[src/rtl/spi_ram_arb_pkg.sv]
// Shared types and constants for the spi_ram_arb round-robin RAM port arbiter.
// Optional read-data timeout is enabled by defining SPI_RAM_ARB_TIMEOUT_EN.
package spi_ram_arb_pkg;

  // Largest supported requester count; sets the grant index width.
  localparam int NREQ_MAX = 4;
  localparam int IDX_W    = $clog2(NREQ_MAX);

`ifdef SPI_RAM_ARB_TIMEOUT_EN
  // Width of the read-data timeout counter (TO_CYC must fit).
  localparam int TO_W = 16;
`endif

  typedef logic [IDX_W-1:0] idx_t;

  typedef enum logic [1:0] {
    ST_IDLE  = 2'd0,
    ST_CMD   = 2'd1,
    ST_RDATA = 2'd2
  } state_t;

  // Next requester index after cur, wrapping at n.
  function automatic idx_t next_idx(idx_t cur, int n);
    return (int'(cur) + 1 >= n) ? '0 : idx_t'(cur + idx_t'(1));
  endfunction

endpackage

[src/rtl/spi_ram_arb_if.sv]
// Bus bundle for spi_ram_arb: NREQ requester ports plus the shared RAM port.
// slave = arbiter view, master = requesters + RAM controller view.
interface spi_ram_arb_if #(
  parameter int NREQ = 2,
  parameter int AW   = 20
);

  // Requester side
  logic [NREQ-1:0]          req_rd;
  logic [NREQ-1:0]          req_wr;
  logic [NREQ-1:0][3:0]     req_rlen4;
  logic [NREQ-1:0][3:0]     req_wlen4;
  logic [NREQ-1:0][AW-1:0]  req_addr;
  logic [NREQ-1:0][31:0]    req_wdata;
  logic [NREQ-1:0]          req_bus_ready;
  logic [NREQ-1:0]          req_rdata_ready;
  logic [31:0]              req_rdata;

  // RAM controller side
  logic                     ram_rd;
  logic                     ram_wr;
  logic [3:0]               ram_rlen4;
  logic [3:0]               ram_wlen4;
  logic [AW-1:0]            ram_addr;
  logic [31:0]              ram_wdata;
  logic [31:0]              ram_rdata;
  logic                     ram_bus_ready;
  logic                     ram_rdata_ready;

  modport slave (
    input  req_rd, req_wr, req_rlen4, req_wlen4, req_addr, req_wdata,
    output req_bus_ready, req_rdata_ready, req_rdata,
    output ram_rd, ram_wr, ram_rlen4, ram_wlen4, ram_addr, ram_wdata,
    input  ram_rdata, ram_bus_ready, ram_rdata_ready
  );

  modport master (
    output req_rd, req_wr, req_rlen4, req_wlen4, req_addr, req_wdata,
    input  req_bus_ready, req_rdata_ready, req_rdata,
    input  ram_rd, ram_wr, ram_rlen4, ram_wlen4, ram_addr, ram_wdata,
    output ram_rdata, ram_bus_ready, ram_rdata_ready
  );

endinterface

[src/rtl/spi_ram_arb_rr_pick.sv]
// Combinational round-robin finder: first set bit of req at or after ptr,
// wrapping from NREQ-1 back to 0.
module spi_ram_arb_rr_pick
  import spi_ram_arb_pkg::*;
#(
  parameter int NREQ = 2
) (
  input  logic [NREQ-1:0] req,
  input  idx_t            ptr,
  output idx_t            idx,
  output logic            any
);

  // Search [ptr..NREQ-1] first, then wrap to [0..ptr-1].
  always_comb begin
    // NOTE: every combinational output gets a default before any branch so no
    // path leaves it unassigned, which would otherwise infer a latch.
    idx = '0;
    any = 1'b0;
    for (int i = 0; i < NREQ; i++) begin
      if (!any && req[i] && (idx_t'(i) >= ptr)) begin
        idx = idx_t'(i);
        any = 1'b1;
      end
    end
    for (int i = 0; i < NREQ; i++) begin
      if (!any && req[i] && (idx_t'(i) < ptr)) begin
        idx = idx_t'(i);
        any = 1'b1;
      end
    end
  end

endmodule

[src/rtl/spi_ram_arb.sv]
// spi_ram_arb: round-robin arbiter sharing one 32-bit RAM port among NREQ
// masters. The grant is held for a whole transaction (write until
// ram_bus_ready, read until ram_rdata_ready). No data buffering.
// Optional macro SPI_RAM_ARB_TIMEOUT_EN adds a read-data timeout (TO_CYC).
module spi_ram_arb
  import spi_ram_arb_pkg::*;
#(
  parameter int NREQ = 2,
  parameter int AW   = 20
`ifdef SPI_RAM_ARB_TIMEOUT_EN
  ,
  parameter int TO_CYC = 255
`endif
) (
  input  logic          clk,
  input  logic          rstn,
  spi_ram_arb_if.slave  bus,
  output idx_t          gnt_id,
  output logic          busy,
  output logic          err_timeout
);

  state_t          state_q, state_d;
  idx_t            gnt_q, gnt_d;
  idx_t            rr_ptr_q;
  idx_t            pick_idx;
  logic            pick_any;
  logic [NREQ-1:0] req_act;

  // Fields of the currently granted requester
  logic            sel_rd, sel_wr;
  logic [3:0]      sel_rlen4, sel_wlen4;
  logic [AW-1:0]   sel_addr;
  logic [31:0]     sel_wdata;

  // Strobes for the granted requester before one-hot routing
  logic            bus_ready_g;
  logic            rdata_ready_g;
  logic            to_hit;

  assign req_act = bus.req_rd | bus.req_wr;

  spi_ram_arb_rr_pick #(.NREQ(NREQ)) u_rr_pick (
    .req (req_act),
    .ptr (rr_ptr_q),
    .idx (pick_idx),
    .any (pick_any)
  );

`ifdef SPI_RAM_ARB_TIMEOUT_EN
  logic [TO_W-1:0] to_cnt_q;

  // Timeout counter: held at 0 outside RDATA, counts each RDATA cycle.
  always_ff @(posedge clk or negedge rstn) begin
    if (!rstn) begin
      to_cnt_q <= '0;
    end else if (state_q != ST_RDATA) begin
      to_cnt_q <= '0;
    end else begin
      to_cnt_q <= to_cnt_q + TO_W'(1);
    end
  end

  // TO_CYC-th RDATA cycle without data: give up on this read.
  assign to_hit = (state_q == ST_RDATA) && !bus.ram_rdata_ready &&
                  (to_cnt_q == TO_W'(TO_CYC - 1));
  assign bus.req_rdata = to_hit ? '0 : bus.ram_rdata;
`else
  assign to_hit        = 1'b0;
  assign bus.req_rdata = bus.ram_rdata;
`endif

  assign err_timeout = to_hit;
  assign gnt_id      = gnt_q;
  assign busy        = (state_q != ST_IDLE);

  // Mux the granted requester's command fields.
  always_comb begin
    sel_rd    = 1'b0;
    sel_wr    = 1'b0;
    sel_rlen4 = '0;
    sel_wlen4 = '0;
    sel_addr  = '0;
    sel_wdata = '0;
    for (int i = 0; i < NREQ; i++) begin
      if (gnt_q == idx_t'(i)) begin
        sel_rd    = bus.req_rd[i];
        sel_wr    = bus.req_wr[i];
        sel_rlen4 = bus.req_rlen4[i];
        sel_wlen4 = bus.req_wlen4[i];
        sel_addr  = bus.req_addr[i];
        sel_wdata = bus.req_wdata[i];
      end
    end
  end

  // FSM next state, grant capture and RAM command outputs.
  always_comb begin
    state_d       = state_q;
    gnt_d         = gnt_q;
    bus_ready_g   = 1'b0;
    rdata_ready_g = 1'b0;
    bus.ram_rd    = 1'b0;
    bus.ram_wr    = 1'b0;
    bus.ram_rlen4 = '0;
    bus.ram_wlen4 = '0;
    bus.ram_addr  = '0;
    bus.ram_wdata = '0;
    unique case (state_q)
      ST_IDLE: begin
        if (pick_any) begin
          gnt_d   = pick_idx;
          state_d = ST_CMD;
        end
      end
      ST_CMD: begin
        // Write wins if a requester raises both commands.
        bus.ram_wr    = sel_wr;
        bus.ram_rd    = sel_rd & ~sel_wr;
        bus.ram_rlen4 = sel_rlen4;
        bus.ram_wlen4 = sel_wlen4;
        bus.ram_addr  = sel_addr;
        bus.ram_wdata = sel_wdata;
        bus_ready_g   = bus.ram_bus_ready;
        if (bus.ram_bus_ready && sel_wr) begin
          state_d = ST_IDLE;
        end else if (bus.ram_bus_ready && sel_rd) begin
          state_d = ST_RDATA;
        end else if (!(sel_rd || sel_wr)) begin
          state_d = ST_IDLE;
        end
      end
      ST_RDATA: begin
        rdata_ready_g = bus.ram_rdata_ready | to_hit;
        if (rdata_ready_g) begin
          state_d = ST_IDLE;
        end
      end
      default: begin
        state_d = ST_IDLE;
      end
    endcase
  end

  // Route handshake strobes to the granted requester only.
  always_comb begin
    for (int i = 0; i < NREQ; i++) begin
      bus.req_bus_ready[i]   = bus_ready_g   && (gnt_q == idx_t'(i));
      bus.req_rdata_ready[i] = rdata_ready_g && (gnt_q == idx_t'(i));
    end
  end

  // State, grant and round-robin pointer registers.
  always_ff @(posedge clk or negedge rstn) begin
    if (!rstn) begin
      state_q  <= ST_IDLE;
      gnt_q    <= '0;
      rr_ptr_q <= '0;
    end else begin
      // NOTE: non-blocking assignments so every register samples the values
      // from before this edge, independent of statement order.
      state_q <= state_d;
      gnt_q   <= gnt_d;
      // Every return to IDLE (abandon included) moves priority past the winner.
      if ((state_q != ST_IDLE) && (state_d == ST_IDLE)) begin
        rr_ptr_q <= next_idx(gnt_q, NREQ);
      end
    end
  end

endmodule

[src/flat_wrapper.sv]
// flat-port wrapper written by rule: the top's interface ports become plain ports
module spi_ram_arb_flat import spi_ram_arb_pkg::*;
#(
  parameter int NREQ = 2,
  parameter int AW   = 20

)
  (clk, rstn, gnt_id, busy, err_timeout, bus_req_rd, bus_req_wr, bus_req_rlen4, bus_req_wlen4, bus_req_addr, bus_req_wdata, bus_req_bus_ready, bus_req_rdata_ready, bus_req_rdata, bus_ram_rd, bus_ram_wr, bus_ram_rlen4, bus_ram_wlen4, bus_ram_addr, bus_ram_wdata, bus_ram_rdata, bus_ram_bus_ready, bus_ram_rdata_ready);
  spi_ram_arb_if #(.NREQ(NREQ), .AW(AW)) bus_i ();
  input  logic clk;
  input  logic rstn;
  output idx_t gnt_id;
  output logic busy;
  output logic err_timeout;
  input wire logic [$bits(bus_i.req_rd)-1:0] bus_req_rd;
  input wire logic [$bits(bus_i.req_wr)-1:0] bus_req_wr;
  input wire logic [$bits(bus_i.req_rlen4)-1:0] bus_req_rlen4;
  input wire logic [$bits(bus_i.req_wlen4)-1:0] bus_req_wlen4;
  input wire logic [$bits(bus_i.req_addr)-1:0] bus_req_addr;
  input wire logic [$bits(bus_i.req_wdata)-1:0] bus_req_wdata;
  output wire logic [$bits(bus_i.req_bus_ready)-1:0] bus_req_bus_ready;
  output wire logic [$bits(bus_i.req_rdata_ready)-1:0] bus_req_rdata_ready;
  output wire logic [$bits(bus_i.req_rdata)-1:0] bus_req_rdata;
  output wire logic [$bits(bus_i.ram_rd)-1:0] bus_ram_rd;
  output wire logic [$bits(bus_i.ram_wr)-1:0] bus_ram_wr;
  output wire logic [$bits(bus_i.ram_rlen4)-1:0] bus_ram_rlen4;
  output wire logic [$bits(bus_i.ram_wlen4)-1:0] bus_ram_wlen4;
  output wire logic [$bits(bus_i.ram_addr)-1:0] bus_ram_addr;
  output wire logic [$bits(bus_i.ram_wdata)-1:0] bus_ram_wdata;
  input wire logic [$bits(bus_i.ram_rdata)-1:0] bus_ram_rdata;
  input wire logic [$bits(bus_i.ram_bus_ready)-1:0] bus_ram_bus_ready;
  input wire logic [$bits(bus_i.ram_rdata_ready)-1:0] bus_ram_rdata_ready;
  assign bus_i.req_rd = bus_req_rd;
  assign bus_i.req_wr = bus_req_wr;
  assign bus_i.req_rlen4 = bus_req_rlen4;
  assign bus_i.req_wlen4 = bus_req_wlen4;
  assign bus_i.req_addr = bus_req_addr;
  assign bus_i.req_wdata = bus_req_wdata;
  assign bus_req_bus_ready = bus_i.req_bus_ready;
  assign bus_req_rdata_ready = bus_i.req_rdata_ready;
  assign bus_req_rdata = bus_i.req_rdata;
  assign bus_ram_rd = bus_i.ram_rd;
  assign bus_ram_wr = bus_i.ram_wr;
  assign bus_ram_rlen4 = bus_i.ram_rlen4;
  assign bus_ram_wlen4 = bus_i.ram_wlen4;
  assign bus_ram_addr = bus_i.ram_addr;
  assign bus_ram_wdata = bus_i.ram_wdata;
  assign bus_i.ram_rdata = bus_ram_rdata;
  assign bus_i.ram_bus_ready = bus_ram_bus_ready;
  assign bus_i.ram_rdata_ready = bus_ram_rdata_ready;
  spi_ram_arb #(.NREQ(NREQ), .AW(AW)) u_core (.clk(clk), .rstn(rstn), .bus(bus_i), .gnt_id(gnt_id), .busy(busy), .err_timeout(err_timeout));
endmodule
[config.mk]
export PLATFORM = sky130hd
export DESIGN_NAME = spi_ram_arb_flat
export DESIGN_NICKNAME = d
export VERILOG_FILES = /design/src/rtl/spi_ram_arb_pkg.sv /design/src/rtl/spi_ram_arb_if.sv /design/src/rtl/spi_ram_arb_rr_pick.sv /design/src/rtl/spi_ram_arb.sv /design/src/flat_wrapper.sv
export SDC_FILE = /design/constraint.sdc
export NUM_CORES = 1
export LEC_CHECK = 0
export CAP_MARGIN = 20
export CORE_ASPECT_RATIO = 0.9
export CORE_MARGIN = 10
export CORE_UTILIZATION = 24
export DETAILED_ROUTE_END_ITERATION = 6
export PLACE_DENSITY = 0.91
export SKIP_CTS_REPAIR_TIMING = 1
export SLEW_MARGIN = 10
export SYNTH_ARGS = -nofsm -noshare
export SYNTH_HDL_FRONTEND = slang
export SYNTH_SLANG_ARGS = --single-unit
[constraint.sdc]
create_clock -name clk -period 1.9 [get_ports clk]
set_clock_uncertainty 0.05 [all_clocks]
set_input_delay 0.285 -clock clk [delete_from_list [all_inputs] [get_ports clk]]
set_output_delay 0.285 -clock clk [all_outputs]
set_load 0.05 [all_outputs]
==> metrics.md <==
| Metric | Value |
|---|---|
| Outcome | finished with violations |
| Violated checks | negative setup slack |
| Share of cells above drive strength 1 | a little over two fifths |
| Internal power | roughly 3.7 mW |
| Yosys cell types | 26 |
| Post-detailed-route count of antenna-violating nets | 0 |
| Via count | 2146 |
| Height of the die | 96.2 um |
| Clock power share | under 10% |
| Hold_ws | roughly 0.21 ns |
| #FFs+latches synth | 4 |
| RSZ-0062 raised after global routing | yes |
| Startpoint Class | flip-flop |
| Final period util | 101% |
| Switching portion of total power | 52.8% |
| Clk root buf | clkbuf_8 |
| Gate count after technology mapping | 210 |
| Core area | around 0.006 mm^2 |
| Gr usage total | 16.6% |
| Utilization after layout | 68.9% |
| Combinational power share | 94.8% |
| Sequential area share after synthesis | 6.46% |
| Syn avg cell area | 7.38 um^2 |
| Post-synth EDFFs | 0 |
| Worst min-delay path category | in -> async |
| Worst setup path end | bus_ram_wdata[26] |
| Via density | 4.66 |
| CP arrival | 1.58 ns |
| Max Cap Viol | 0 |
| Starting Density | 25.1% |
| Most common cell on crit path | buf_12 |
| CTS tree | yes |
| Reg2reg start | u_core.gnt_id[0] |
| Hpwl dp | between 8000 and 9000 um |
| Vias in the first global route | 2347 |
| Share of flip-flops with an asynchronous set or reset | 100% |
| Clk buf depth | 2 |
| Die area | 0.0101 mm^2 |
| Critical Path End Type | primary output |
| Crit-path max FO | 21 |
| DR top layer | met4 |
| Synth warn | 0 |
| Routed WL per cell | 19.8 um |
| Worst path cell trace | buf_12 -> mux2i_2 -> nor2_2 -> buf_12 |
| Slew Limit Fails | 0 |
| Diodes inserted | 0 |
| Final setup vio count | 1 |
| Metal-1 WL | 3210 um |
| Drt pass-1 iters | 5 |
| First DRT Iteration DRCs | 41 |
| Num ports | 262 |
| Clk Latency, worst-skew pair | between 0.2 and 0.25 ns |
| Endpoint of the lowest-slack register-to-register path | u_core.state_q[0] |
| Die W | about 100 um |
| Post-layout min period | 1.92 ns |
| # DRC | 0 |
| Largest net degree at the start of global routing | 36 |
| Final net count | 535 |
| Clk slew on worst S/H paths | ~0.040 ns |
| Peak Freq | around 520 MHz |
| Slowest stage cell, crit path | dfrtp_4 |
| CTS buffer count | 3 |
| Initial antenna violation count | 0 |
| Final wirelength | 9150 um |
| Total power | 7.90 mW |
| Ys flop type | dfrtp_1 |
| Syn Std Cell Area | 0.00155 mm^2 |
| Critical path data required time | approximately 1.6 ns |
| Max incr delay on CP | around 0.56 ns |
| Reg power frac | 2.8% |
| Final Hold Viols | 0 |
| Total negative setup slack | -0.0159 ns |
| Pleak | 1.79 nW |
| VDD IR-drop max | 1.22 mV |
| Final instance area | between 0.004 and 0.005 mm^2 |
| Met3 wire len | 831 um |
| WS Path Type | reg -> out |
| R2r setup slk | approximately 0.53 ns |
| Grt total ovfl | 0 |
| Area growth syn-to-layout | 175% |
| Sink Count | 4 |
| R2r worst-path depth | 4 |
| Final WS setup | -0.0159 ns |
| GPL Wtd Cong | 0.841 |
| CP Launch Point | u_core.gnt_id[0] |
| Met2 wire length | 5000 um |
| Placed cell areas | 0.00415 mm^2 |
| FP Rows | 27 |
| Switching power | 4.17 mW |
| P per Cell Area | between 1500 and 2000 mW/mm^2 |
| # fillers | between 400 and 500 |
| Global-route wire length before repair | around 13000 um |
| Port Buffer Count | 195 |
| H-tree lvl count | 1 |
Yosys cell counts, drive strengths merged (2+ instances only):
cell type	count	share of area, %
a21oi	2	0.65
buf	51	27
dfrtp	4	6.5
mux2i	61	39
nand2	5	1.2
nor2	67	16
nor3	2	0.65
o21ai	3	0.97
sequential cells by signal, summed over array words and instances, names as in the netlist:
signal,cells
u_core.gnt_id,1
u_core.rr_ptr_q,1
u_core.state_q,2
routing by layer:
metal,track usage (%),vias up
li1,-,992
met4,3.08,0
met5,0,-
met2,33.3,143
met3,5.95,20
met1,16.3,991
logic make-up after synthesis:
kind of cell	count (synthesis)	share of synthesized area [%]
buffers and inverters	52	27.2
other	1	0.242
AND/OR/NAND/NOR	80	21.2
flip-flops	4	6.46
multiplexers	61	39.4
AO/OA/AOI/OAI	12	5.49
per-stage QoR:
| stage | setup WS (ns) | instances |
|---|---|---|
| 2_1_floorplan | -0.153 | 211 |
| 3_3_place_gp | 0.0984 | 452 |
| 3_5_place_dp | 0.103 | 452 |
| 4_1_cts | -0.113 | 456 |
| 5_1_grt | -0.0450 | 461 |
| 6_report | -0.0159 | 461 |
how the worst min path moves through the flow:
stage,from,slack (ns),depth (start not counted),to
4_1_cts,rstn,0.22,1,u_core.gnt_id[0]
3_5_place_dp,rstn,0.45,1,u_core.gnt_id[0]
2_1_floorplan,rstn,-0.06,0,u_core.gnt_id[0]
5_1_grt,rstn,0.23,1,u_core.gnt_id[0]
3_3_place_gp,rstn,0.44,1,u_core.gnt_id[0]
6_report,rstn,0.21,1,u_core.gnt_id[0]
area by class of cell:
| cell class | instances | area, um^2 | share of cell area, % |
|---|---|---|---|
| Clock buffer | 4 | 45.0 | 1.06 |
| Tap cell | 87 | 109 | 2.56 |
| Multi-Input combinational cell | 155 | 1220 | 28.7 |
| Timing Repair Buffer | 210 | 2770 | 65.1 |
| Sequential cell | 4 | 104 | 2.44 |
| Inverter | 1 | 3.75 | 0.0882 |
power groups by stage:
stage               logic, mW  clock network, mW  registers, mW
finish                   7.49              0.188          0.221
global route             7.75              0.205          0.227
CTS                      7.43              0.191          0.238
detailed placement       7.42                  0          0.239
global placement         7.30                  0          0.237
floorplan                4.31                  0          0.178
placed cells by master, fill, tap and decap left out, types with 2 or more instances in the layout:
cell             netlist  routed
nor2_2                 0      61
nand2_1                5       5
clkbuf_8               0       3
mux2i_1               61      58
dfrtp_1                4       3
nor2_1                67       5
buf_4                 40      12
conb_1                 1       2
a21oi_1                2       2
clkdlybuf4s50_1        0     127
buf_12                 0      70
mux2i_2                0       2
o21ai_1                2       2
critical path: cells and delay by family, from the launching register on:
| kind | cells | cell delay, ns |
|---|---|---|
| buffers and inverters | 2 | 0.40 |
| flip-flops | 1 | 0.56 |
| multiplexers | 1 | 0.29 |
| AND/OR/NAND/NOR | 1 | 0.09 |
(Power assumes the default switching activity.)
